[config.mk]
export PLATFORM = sky130hd
export DESIGN_NAME = mem_arb_ctrl_flat
export DESIGN_NICKNAME = d
export VERILOG_FILES = /design/src/rtl/mem_arb_ctrl_if.sv /design/src/rtl/mem_arb_ctrl.sv /design/src/flat_wrapper.sv
export SDC_FILE = /design/constraint.sdc
export NUM_CORES = 1
export LEC_CHECK = 0
export BUFFER_PORTS_ARGS = -buffer_cell sky130_fd_sc_hd__buf_4
export CORE_ASPECT_RATIO = 1.2
export CORE_MARGIN = 2
export CORE_UTILIZATION = 30
export CTS_BUF_LIST = sky130_fd_sc_hd__clkbuf_16
export DETAILED_ROUTE_END_ITERATION = 6
export SLEW_MARGIN = 40
export SYNTH_ARGS = -nofsm -noshare
export SYNTH_HDL_FRONTEND = slang
export SYNTH_SLANG_ARGS = --single-unit
export TNS_END_PERCENT = 20
[constraint.sdc]
create_clock -name clk_in -period 4 [get_ports clk_in]
set_input_delay 0.8 -clock clk_in [delete_from_list [all_inputs] [get_ports clk_in]]
set_output_delay 0.8 -clock clk_in [all_outputs]
set_load 0.01 [all_outputs]
[src/rtl/mem_arb_ctrl_if.sv]
// Requester and RAM-side signal bundle for mem_arb_ctrl; the controller uses the slave view.
// Per-port request fields are packed flat, port p at [p*W +: W].
interface mem_arb_ctrl_if #(
    parameter int NUM_PORTS = 2,
    parameter int ADDR_W    = 32,
    parameter int DATA_W    = 32
) ();
    logic [NUM_PORTS-1:0]        req_valid;
    logic [NUM_PORTS-1:0]        req_ready;
    logic [NUM_PORTS-1:0]        req_we;
    logic [NUM_PORTS*ADDR_W-1:0] req_addr;
    logic [NUM_PORTS*3-1:0]      req_len;
    logic [NUM_PORTS*DATA_W-1:0] req_wdata;
    logic [NUM_PORTS-1:0]        rsp_valid;
    logic [DATA_W-1:0]           rsp_rdata;
    logic [7:0]                  ram_rdata;
    logic                        ram_rw;
    logic [ADDR_W-1:0]           ram_addr;
    logic [7:0]                  ram_wdata;

    modport slave (
        input  req_valid, req_we, req_addr, req_len, req_wdata, ram_rdata,
        output req_ready, rsp_valid, rsp_rdata, ram_rw, ram_addr, ram_wdata
    );

    modport master (
        output req_valid, req_we, req_addr, req_len, req_wdata, ram_rdata,
        input  req_ready, rsp_valid, rsp_rdata, ram_rw, ram_addr, ram_wdata
    );
endinterface

[src/rtl/mem_arb_ctrl.sv]
// Arbitrates NUM_PORTS byte-serial read/write requesters onto one 8-bit RAM port.
// Latency: read n+2, write n+1, len0 1 cycle to rsp; rdy_in low freezes everything and drops ready.
module mem_arb_ctrl #(
    parameter int NUM_PORTS = 2,
    parameter int ADDR_W    = 32,
    parameter int DATA_W    = 32,
    parameter int PRIO_MODE = 0
) (
    input  logic          clk_in,
    input  logic          rst_in,
    input  logic          rdy_in,
    mem_arb_ctrl_if.slave bus
);
    localparam int MAXB = DATA_W / 8;
    localparam int PW   = (NUM_PORTS > 1) ? $clog2(NUM_PORTS) : 1;
    localparam int CW   = 4;

    typedef enum logic [1:0] {
        IDLE  = 2'd0,
        READ  = 2'd1,
        WRITE = 2'd2
    } state_t;

    state_t            state, state_nxt;
    logic [CW-1:0]     cnt, cnt_nxt;
    logic [CW-1:0]     len_q, len_nxt;
    logic [PW-1:0]     port_q, port_nxt;
    logic [PW-1:0]     last_grant, last_grant_nxt;
    logic [ADDR_W-1:0] addr_q, addr_nxt;
    logic [DATA_W-1:0] data_q, data_nxt;
    logic              rsp_q, rsp_nxt;
    logic [DATA_W-1:0] rdata_q, rdata_nxt;

    logic [PW-1:0]     grant;
    logic              grant_vld;
    logic              accept;
    logic [ADDR_W-1:0] sel_addr;
    logic [2:0]        sel_len;
    logic [DATA_W-1:0] sel_wdata;
    logic              sel_we;
    logic [CW-1:0]     len_eff;
    logic [DATA_W-1:0] rd_fill;
    logic [DATA_W-1:0] wr_shift;
    logic              addr_drive;

    // Round-robin search begins one past the last accepted port; fixed mode always starts at 0.
    always_comb begin
        int idx;
        idx       = 0;
        grant     = '0;
        grant_vld = 1'b0;
        for (int i = 0; i < NUM_PORTS; i++) begin
            if (PRIO_MODE == 1) begin
                idx = (int'(last_grant) + 1 + i) % NUM_PORTS;
            end else begin
                idx = i;
            end
            if (!grant_vld && bus.req_valid[idx]) begin
                grant     = PW'(idx);
                grant_vld = 1'b1;
            end
        end
    end

    assign accept = grant_vld && (state == IDLE) && rdy_in;

    always_comb begin
        bus.req_ready = '0;
        if (grant_vld && (state == IDLE) && rdy_in && rst_in) begin
            bus.req_ready[grant] = 1'b1;
        end
    end

    assign sel_addr  = bus.req_addr[int'(grant)*ADDR_W +: ADDR_W];
    assign sel_len   = bus.req_len[int'(grant)*3 +: 3];
    assign sel_wdata = bus.req_wdata[int'(grant)*DATA_W +: DATA_W];
    assign sel_we    = bus.req_we[grant];
    assign len_eff   = (int'(sel_len) > MAXB) ? CW'(MAXB) : CW'(sel_len);

    // RAM data lags the address by one cycle, so the byte arriving while cnt==k belongs to k-1.
    always_comb begin
        rd_fill = data_q;
        for (int b = 0; b < MAXB; b++) begin
            if (cnt == CW'(b + 1)) begin
                rd_fill[8*b +: 8] = bus.ram_rdata;
            end
        end
    end

    assign wr_shift = data_q >> {cnt, 3'b000};

    always_comb begin
        state_nxt      = state;
        cnt_nxt        = cnt;
        len_nxt        = len_q;
        port_nxt       = port_q;
        last_grant_nxt = last_grant;
        addr_nxt       = addr_q;
        data_nxt       = data_q;
        rsp_nxt        = 1'b0;
        rdata_nxt      = '0;
        case (state)
            IDLE: begin
                if (accept) begin
                    port_nxt       = grant;
                    last_grant_nxt = grant;
                    addr_nxt       = sel_addr;
                    len_nxt        = len_eff;
                    cnt_nxt        = '0;
                    data_nxt       = sel_we ? sel_wdata : '0;
                    if (len_eff == '0) begin
                        rsp_nxt = 1'b1;
                    end else begin
                        state_nxt = sel_we ? WRITE : READ;
                    end
                end
            end
            READ: begin
                data_nxt = rd_fill;
                if (cnt == len_q) begin
                    state_nxt = IDLE;
                    cnt_nxt   = '0;
                    rsp_nxt   = 1'b1;
                    rdata_nxt = rd_fill;
                end else begin
                    cnt_nxt = cnt + CW'(1);
                end
            end
            WRITE: begin
                if (cnt == len_q - CW'(1)) begin
                    state_nxt = IDLE;
                    cnt_nxt   = '0;
                    rsp_nxt   = 1'b1;
                end else begin
                    cnt_nxt = cnt + CW'(1);
                end
            end
            default: begin
                state_nxt = IDLE;
                cnt_nxt   = '0;
            end
        endcase
    end

    always_ff @(posedge clk_in or negedge rst_in) begin
        if (!rst_in) begin
            state      <= IDLE;
            cnt        <= '0;
            len_q      <= '0;
            port_q     <= '0;
            last_grant <= PW'(NUM_PORTS - 1);
            addr_q     <= '0;
            data_q     <= '0;
            rsp_q      <= 1'b0;
            rdata_q    <= '0;
        end else if (rdy_in) begin
            state      <= state_nxt;
            cnt        <= cnt_nxt;
            len_q      <= len_nxt;
            port_q     <= port_nxt;
            last_grant <= last_grant_nxt;
            addr_q     <= addr_nxt;
            data_q     <= data_nxt;
            rsp_q      <= rsp_nxt;
            rdata_q    <= rdata_nxt;
        end
    end

    // The extra READ cycle after the last address only captures data, so the bus goes quiet.
    assign addr_drive    = (state == WRITE) || ((state == READ) && (cnt < len_q));
    assign bus.ram_rw    = (state == WRITE);
    assign bus.ram_addr  = addr_drive ? (addr_q + ADDR_W'(cnt)) : '0;
    assign bus.ram_wdata = (state == WRITE) ? wr_shift[7:0] : 8'h00;
    assign bus.rsp_rdata = rdata_q;

    always_comb begin
        bus.rsp_valid = '0;
        if (rsp_q) begin
            bus.rsp_valid[port_q] = 1'b1;
        end
    end
endmodule

[src/flat_wrapper.sv]
// flat-port wrapper written by rule: the top's interface ports become plain ports
module mem_arb_ctrl_flat 
#(
    parameter int NUM_PORTS = 2,
    parameter int ADDR_W    = 32,
    parameter int DATA_W    = 32,
    parameter int PRIO_MODE = 0
)
  (clk_in, rst_in, rdy_in, bus_req_valid, bus_req_we, bus_req_addr, bus_req_len, bus_req_wdata, bus_ram_rdata, bus_req_ready, bus_rsp_valid, bus_rsp_rdata, bus_ram_rw, bus_ram_addr, bus_ram_wdata);
  mem_arb_ctrl_if #(.NUM_PORTS(NUM_PORTS), .ADDR_W(ADDR_W), .DATA_W(DATA_W)) bus_i ();
  input  logic clk_in;
  input  logic rst_in;
  input  logic rdy_in;
  input wire logic [$bits(bus_i.req_valid)-1:0] bus_req_valid;
  input wire logic [$bits(bus_i.req_we)-1:0] bus_req_we;
  input wire logic [$bits(bus_i.req_addr)-1:0] bus_req_addr;
  input wire logic [$bits(bus_i.req_len)-1:0] bus_req_len;
  input wire logic [$bits(bus_i.req_wdata)-1:0] bus_req_wdata;
  input wire logic [$bits(bus_i.ram_rdata)-1:0] bus_ram_rdata;
  output wire logic [$bits(bus_i.req_ready)-1:0] bus_req_ready;
  output wire logic [$bits(bus_i.rsp_valid)-1:0] bus_rsp_valid;
  output wire logic [$bits(bus_i.rsp_rdata)-1:0] bus_rsp_rdata;
  output wire logic [$bits(bus_i.ram_rw)-1:0] bus_ram_rw;
  output wire logic [$bits(bus_i.ram_addr)-1:0] bus_ram_addr;
  output wire logic [$bits(bus_i.ram_wdata)-1:0] bus_ram_wdata;
  assign bus_i.req_valid = bus_req_valid;
  assign bus_i.req_we = bus_req_we;
  assign bus_i.req_addr = bus_req_addr;
  assign bus_i.req_len = bus_req_len;
  assign bus_i.req_wdata = bus_req_wdata;
  assign bus_i.ram_rdata = bus_ram_rdata;
  assign bus_req_ready = bus_i.req_ready;
  assign bus_rsp_valid = bus_i.rsp_valid;
  assign bus_rsp_rdata = bus_i.rsp_rdata;
  assign bus_ram_rw = bus_i.ram_rw;
  assign bus_ram_addr = bus_i.ram_addr;
  assign bus_ram_wdata = bus_i.ram_wdata;
  mem_arb_ctrl #(.NUM_PORTS(NUM_PORTS), .ADDR_W(ADDR_W), .DATA_W(DATA_W), .PRIO_MODE(PRIO_MODE)) u_core (.clk_in(clk_in), .rst_in(rst_in), .rdy_in(rdy_in), .bus(bus_i));
endmodule
==> out/summary.txt <==
Outcome: complete, no violations
Worst R2R End: u_core.data_q[14]$_DFFE_PN0P_
Cells after Synth: 772
Arr. time, crit path: 2.67 ns
Fill cells: 2285
Initial antenna violation count: 0
Max Cap Viol: 0
CTS root buf: clkbuf_16
Required time of the critical path: 3.20 ns
Post-cts hold buffer count: 0
Yosys top cell area share: 0.389
Vias per std cell: 5.29
Final wirelength: 23600 microns
P&R area growth vs syn: 32.8%
H-tree Lvls: 3
CTS tree: built
FF-to-FF Start: u_core.state[0]$_DFFE_PN0P_
Worst Hold Path EP: u_core.addr_q[0]$_DFFE_PN0P_
First-pass GRT wire length: 36100 microns
Max transition margin: 0.493
1st-pass router iterations: 5
P per Cell Area: 575 mW/mm^2
DRC: 0
Non-filler cells, final: 1249
Final worst setup slack: 0.528 ns
Leak: 4.58 nW
Most used cell, CP: buf_4
Ranking of synthesized cells by area: dfrtp_1 (39%), mux2i_1 (10%), nand2_1 (8.8%), o21ai_0 (5.7%), a221o_1 (4.6%)
Fin crit share: 0.868
Skew-Pair Late Insertion Delay: 0.37 ns
Mapped cell area: 0.00689 sq mm
Largest net degree at the start of global routing: 71
Unrepaired setup endpoints after global routing: no
Area of the die: 0.0242 sq mm
Layout cells sized above 1: 0.286
# rows: 60
Final Setup Violations: 0
Clock Skews: 0.0157 ns
DRT iter0 DRCs: 434
Port bufs: 225
Internal reg-to-reg setup slack: 1.21 ns
Overall die width: 142 microns
WP buf/inv: 2
Largest stage delay on the critical path: 0.49 ns
Gr usage total: 0.192
Placed cells: 1233
Slowest-stage cell, CP: dfrtp_1
Max frequency: 0.288 GHz
CP top delay family: simple AND/OR/NAND/NOR gates
Cell area after layout: 0.00915 sq mm
Setup crit start kind: flop
Final #Nets: 1131
Clock-pin slew on the worst setup and hold paths: 0.08 ns
FF-to-FF path depth: 8
CP Max Fanout: 11
Hold Path Stages: 2
Crit end category: primary output
CTS Buf Count: 9
Initial core utilization: 0.306
Vias in the first global route: 6267
Dpl cell area: 0.00882 sq mm
Synth area leader: dfrtp_1
Final-report hold violation count: 0
Die Span Y: 170 microns
Post-detail-place hpwl: 17700 microns
Final Max Slew Viols: 0
HP Class: reg2reg
Place WS: 0.948 ns
Least-Margin Pin Slew: 0.757 ns
Yosys cell types: 43
Gp weighted congestion: 0.882
VDD IR max: 0.266 mV
Antenna viol nets, final: 0
FF+latch count, synth: 107
I/O pins: 226
Post-route minimum period: 3.47 ns
HP Start: u_core.addr_q[0]$_DFFE_PN0P_
Synth Warn #: 0
Synth Net Count: 938
Max clock buf depth: 2
Vias: 6603
Gr ovfl total: 0
DR WL/cell: 18.9 microns
Diode count: 0
Mean Syn Cell Area: 8.93 sq um
Post-CTS Setup Inserts: 0
Post-CTS sizing: 0
Core Region: 0.0225 sq mm
Clock sink total: 107
CP cell instances: ha_1, nand2_1, nor3b_1, buf_4, nor2_1, or4_1, a21oi_1, buf_4
TNS Setup: 0 ns
Post-synthesis sequential area ratio: 0.389
CP Class: reg2out
[through the flow]
stage / power [W] / utilization / hold WS [ns]
finish: 0.00526 / 0.406 / 0.494
CTS: 0.00530 / 0.406 / 0.503
floorplan: 0.00330 / - / 0.456
global route: 0.00565 / 0.406 / 0.515
global placement: 0.00430 / 0.391 / 0.472
detailed placement: 0.00433 / 0.392 / 0.474
[worst max path at each step]
stage | end | cells after the start | start
after floorplan | bus_ram_addr[18] | 8 | u_core.cnt[0]$_DFFE_PN0P_
after global routing | bus_ram_addr[31] | 8 | u_core.cnt[3]$_DFFE_PN0P_
final | bus_ram_addr[31] | 8 | u_core.cnt[3]$_DFFE_PN0P_
after detailed placement | bus_ram_addr[31] | 8 | u_core.cnt[3]$_DFFE_PN0P_
after CTS | bus_ram_addr[31] | 8 | u_core.cnt[3]$_DFFE_PN0P_
after global placement | bus_ram_addr[31] | 8 | u_core.cnt[3]$_DFFE_PN0P_
[logic make-up (layout without fill, tap and decap cells)]
group,count (synthesis),count (layout),synth area share
buffers and inverters,71,269,0.0432
muxes,78,78,0.128
xor gates and xnor gates,28,28,0.0356
and+or+nand+nor,267,267,0.174
adders and majority gates,17,17,0.0320
DFF,107,107,0.389
AOI/OAI and AO/OA,204,204,0.198
[flip-flops by register name, summed over array words and instances (netlist names)]
signal / flops
u_core.addr_q: 32
u_core.bus.rsp_rdata: 32
u_core.cnt: 4
u_core.data_q: 32
u_core.len_q: 3
u_core.port_q: 1
u_core.rsp_q: 1
u_core.state: 2
[worst min-delay path, stage by stage (launching register included)]
cell and delay, ns:
dfrtp_1 0.35, nand2_1 0.05, o21ai_0 0.06
[where the power goes]
group          switching, W  internal (W)
registers          0.000473       0.00145
clock network      0.000500      0.000460
logic               0.00127       0.00111
total               0.00224       0.00302
[routing by layer]
metal	share of wire	track usage
met1	0.42	0.248
met2	0.48	0.328
met5	0	0
met3	0.077	0.0326
met4	0.027	0.0603
[cell usage after synthesis (all sizes together)]
master and n:
nand4 8, buf 21, and3 13, o21ai 79, inv 10, nand2b 4, nor3 2, o2111ai 2
o21a 1, ha 16, nand3b 1, xor2 24, a221o 32, or3 5, mux2i 69, o31ai 5
or4 3, o2bb2ai 32, a211oi 1, mux4 8, nand2 163, xnor2 4, a221oi 1, nor2b 7
nor2 37, nand3 11, o311ai 1, o211a 1, o211ai 8, nor3b 3, nor4 1, or3b 1
clkbuf 40, and2 2, mux2 1, fa 1, and4 5, nand4b 1, dfrtp 107, a21oi 41
[cells in the final DEF, fill, tap and decap left out, types with 6 or more instances in the layout]
| cell | Yosys | layout |
|---|---|---|
| a221o_1 | 32 | 32 |
| a21oi_1 | 41 | 40 |
| nor2_1 | 37 | 37 |
| nand3_1 | 11 | 11 |
| and3_1 | 13 | 13 |
| nand4_1 | 8 | 8 |
| xor2_1 | 24 | 24 |
| ha_1 | 16 | 16 |
| o2bb2ai_1 | 32 | 32 |
| inv_1 | 10 | 10 |
| nand2_1 | 162 | 159 |
| mux2i_1 | 69 | 69 |
| mux4_2 | 8 | 8 |
| dfrtp_1 | 107 | 107 |
| nor2b_1 | 7 | 6 |
| clkbuf_16 | 0 | 9 |
| buf_4 | 4 | 243 |
| o211ai_1 | 8 | 8 |
| o21ai_0 | 79 | 79 |
[area by class of cell]
class | instances | area, sq um | area share
Multi-Input combinational cell | 594 | 3940 | 0.430
Clock buffer | 9 | 225 | 0.0246
Sequential cell | 107 | 2680 | 0.293
Timing Repair Buffer | 243 | 1820 | 0.199
Clock inverter | 7 | 101 | 0.0111
Tap cell | 279 | 349 | 0.0381
Inverter | 10 | 37.5 | 0.00410
Note: power is estimated with default switching activity, not from simulation.
